--- src/rtl/data_mem.sv ---
// Single-port data RAM with an asynchronous combinational read and a synchronous write.
// Build option: define DATA_MEM_RESET_CLEAR_EN to clear every entry while reset_n is low.
module data_mem #(
  parameter int W = 8,
  parameter int A = 8
) (
  input  logic         clk,
  input  logic         reset_n,
  input  logic         WriteMem,
  input  logic         ReadMem,
  input  logic [A-1:0] DataAddress,
  input  logic [W-1:0] DataIn,
  output logic [W-1:0] DataOut
);

  localparam int DEPTH = 2 ** A;

  // Storage is probed and preloaded by name from outside; keep name and index order.
  logic [W-1:0] mem_core [0:DEPTH-1];

  logic write_en;
  assign write_en = WriteMem && reset_n;

`ifdef DATA_MEM_RESET_CLEAR_EN
  always_ff @(posedge clk or negedge reset_n) begin
    if (!reset_n) begin
      for (int i = 0; i < DEPTH; i++) begin
        mem_core[i] <= '0;
      end
    end else if (write_en) begin
      mem_core[DataAddress] <= DataIn;
    end
  end
`else
  // Contents survive reset; a low reset_n at the edge simply suppresses the write.
  always_ff @(posedge clk) begin
    if (write_en) begin
      mem_core[DataAddress] <= DataIn;
    end
  end
`endif

  // No write bypass: a same-cycle write only becomes visible after the edge.
  always_comb begin
    DataOut = '0;
    if (ReadMem && reset_n) begin
      DataOut = mem_core[DataAddress];
    end
  end

endmodule

--- config.mk ---
export PLATFORM = sky130hd
export DESIGN_NAME = data_mem
export DESIGN_NICKNAME = d
export VERILOG_FILES = /design/src/rtl/data_mem.sv
export SDC_FILE = /design/constraint.sdc
export NUM_CORES = 2
export LEC_CHECK = 0
export ABC_CLOCK_PERIOD_IN_PS = 3500
export CORE_MARGIN = 3
export CORE_UTILIZATION = 50
export CTS_BUF_LIST = sky130_fd_sc_hd__clkbuf_2 sky130_fd_sc_hd__clkbuf_4 sky130_fd_sc_hd__clkbuf_8
export DETAILED_ROUTE_END_ITERATION = 12
export PLACE_DENSITY = 0.73
export SLEW_MARGIN = 20
export SYNTH_ARGS = -nofsm -noshare
export SYNTH_HDL_FRONTEND = slang
export SYNTH_SLANG_ARGS = --single-unit
--- constraint.sdc ---
create_clock -name clk -period 3.5 [get_ports clk]
set_clock_uncertainty 0.05 [all_clocks]
set_input_delay 0.7 -clock clk [delete_from_list [all_inputs] [get_ports clk]]
set_output_delay 0.7 -clock clk [all_outputs]
set_load 0.02 [all_outputs]
==> results.json <==
{
  "ys_types": 55,
  "viasPerCell": 6.11,
  "failed_checks": "setup timing",
  "timing.slew.headroom_pct": 21.1,
  "synth_most_common_cell": "edfxtp_1",
  "overflow": 0,
  "drt_wl_total_mm": 200,
  "dieArea_um2": 164000,
  "port_buffers": 27,
  "die_w_um": 405,
  "synth_top_area_cell": "edfxtp_1",
  "instances_no_fill": 7078,
  "yosys-top-cells-count": "edfxtp_1, mux4_2, nor2_1",
  "setup_viol": 8,
  "drt_iter0_drc": 5698,
  "grt_max_degree": 134,
  "fin_crit_ps": 4260,
  "fmax_mhz": 235,
  "path_buf_inv": 6,
  "met1_usage_pct": 33.8,
  "cts_max_level": 5,
  "reg_top3": "mem_core: 2048 flops",
  "synth_top_cell_area_share_pct": 77.1,
  "path_cells": "buf_4 -> buf_4 -> inv_2 -> nor2_1 -> buf_12 -> a22o_1 -> a221oi_1 -> buf_4 -> o22ai_1 -> a21oi_2 -> a32oi_2 -> buf_4",
  "antenna_found_initial": 4,
  "die_h_um": 405,
  "largest_reg_flops": 2048,
  "fillers": 10600,
  "vias": 43200,
  "worst-slew-pin-transition_ps": 1180,
  "drv_cap": 0,
  "cp.arrival_ps": 3510,
  "min_path_type": "input port to flop",
  "fin_setup_tns_ps": -5220,
  "drt_first_pass_iters": 6,
  "vdd_drop_max_v": 0.000323,
  "syn_inst": 3846,
  "grt_usage_pct": 24.5,
  "hold_viol": 0,
  "drcViolationCount": 0,
  "clock-sinks": 2048,
  "io-pin-count": 28,
  "slew_violations": 0,
  "crit_type": "input port to output pin",
  "avgSynthCellArea_um2": 20.7,
  "rsz0062_at_grt": "yes",
  "synthToLayoutAreaGrowth_pct": 18.9,
  "fp-row-count": 145,
  "cts-root-buf": "clkbuf_8",
  "pwr_density_cell_nw_per_um2": 521,
  "ys_seq_area_share_pct": 77.1,
  "status": "finished with violations",
  "cts_tree": "done",
  "top_register": "mem_core",
  "finalPower_mw": 49.3,
  "leakage_nw": 31.8,
  "grt_pass1_vias": 43400,
  "placedCellCount": 6499,
  "start_util_pct": 50.7,
  "gp_congestion": 0.909,
  "path_delay_family": "compound AO/OA/AOI/OAI gates",
  "dpl.hpwl_mm": 127,
  "antenna_left": 0,
  "end_kind": "output pin",
  "dp_slack_ps": -1720,
  "cts_max_path_buffers": 4,
  "ys.flop_type": "edfxtp_1",
  "setup_ws_ps": -764,
  "yosysWarnings": 0,
  "path_clk_slew_ps": 60,
  "hold_slack_ps": 139,
  "critPathMostFrequentCell": "buf_4",
  "grt_pass1_wl_mm": 293,
  "grt_use_met3_pct": 6.61,
  "cts_made_buffers": 332,
  "grt.busiest_layer": "met2",
  "slowest_stage": "o22ai_1",
  "routedWlPerCell_um": 28.2,
  "slowest_delay_ps": 500,
  "nNetsFinal": 4812,
  "synth_area_um2": 79700,
  "fin_crit_sh_pct": 122,
  "crit_required_ps": 2750,
  "cp_max_fo": 15,
  "yosys-top-cells-area": "edfxtp_1, mux4_2, mux2i_1",
  "synth-async-reset-ratio_pct": 0,
  "coreArea_um2": 157000,
  "syn-num-nets": 3866,
  "worstSetupStartpointType": "input port",
  "holdBufCountCts": 0,
  "drive_gt1_share_pct": 36.0,
  "ys_ff_latch": 2048,
  "synth-edff-count": 2048,
  "grtUsageMet2_pct": 37.7
}
## stage by stage
stage               area [µm²]  utilization (%)
finish                   94800             60.3
global route             94800             60.3
CTS                      94500             60.1
detailed placement       88000             55.9
global placement         88000             55.9
floorplan                79700                -
## area by class of cell
class	instances	area, µm²	share of cell area [%]
Timing Repair Buffer	842	7520	7.93
Clock inverter	134	772	0.814
Tap cell	2058	2570	2.72
Clock buffer	426	5320	5.61
Antenna cell	2	5.00	0.00528
Multi-Input combinational cell	1564	17100	18.0
Inverter	4	15.0	0.0158
Sequential cell	2048	61500	64.9
## report_power, final
part / total, mW / internal [mW] / switching, mW
logic: 2.92 / 1.21 / 1.71
clock network: 19.4 / 10.4 / 9.01
registers: 27.0 / 27.0 / 0.00680
total: 49.3 / 38.6 / 10.7
## per-layer routing
metal	up-vias	share of wire [%]	routed length [µm]
met1	22200	38	75300
met2	2616	47	94700
met4	2	3.5	7030
met5	-	0.0065	13
li1	18000	-	-
met3	413	11	22800
## cells in the final DEF (no fill, tap or decap), types with 25 or more instances in the layout
| cell | n |
|---|---|
| clkbuf_8 | 346 |
| edfxtp_1 | 2048 |
| a21oi_1 | 41 |
| nor2_1 | 281 |
| clkbuf_4 | 87 |
| a221oi_1 | 33 |
| o22ai_1 | 35 |
| a22oi_1 | 78 |
| buf_4 | 733 |
| buf_12 | 69 |
| mux2i_1 | 259 |
| nand2_1 | 70 |
| clkinv_1 | 76 |
| mux4_2 | 389 |
| clkinv_2 | 45 |
| o21ai_0 | 29 |
| nand3_1 | 43 |
| a22o_1 | 41 |
| nand4_1 | 25 |
## path summary, 6_finish.rpt
kind                        from                          to  slack (ps)  depth (start not counted)
setup / recovery  DataAddress[3]                  DataOut[1]        -760                         12
hold / removal         DataIn[1]  mem_core[214][1]$_DFFE_PP_         140                          1
## what timing repair did
item,CTS,global route
buffers inserted,0,17
gates resized for setup,92,33
pin swaps,39,14
gates cloned,4,0
endpoints found under the setup margin,8,8
## kinds of logic (layout without fill, tap and decap cells)
| logic type | after synthesis | in the layout | share of synthesized area, % |
|---|---|---|---|
| flops | 2048 | 2048 | 77.1 |
| mux | 666 | 666 | 14.5 |
| simple gates | 508 | 508 | 2.87 |
| compound gates | 390 | 390 | 3.60 |
| buf+inv | 234 | 1406 | 1.93 |
| other cells | 0 | 2 | 0 |
(Power assumes the default switching activity.)
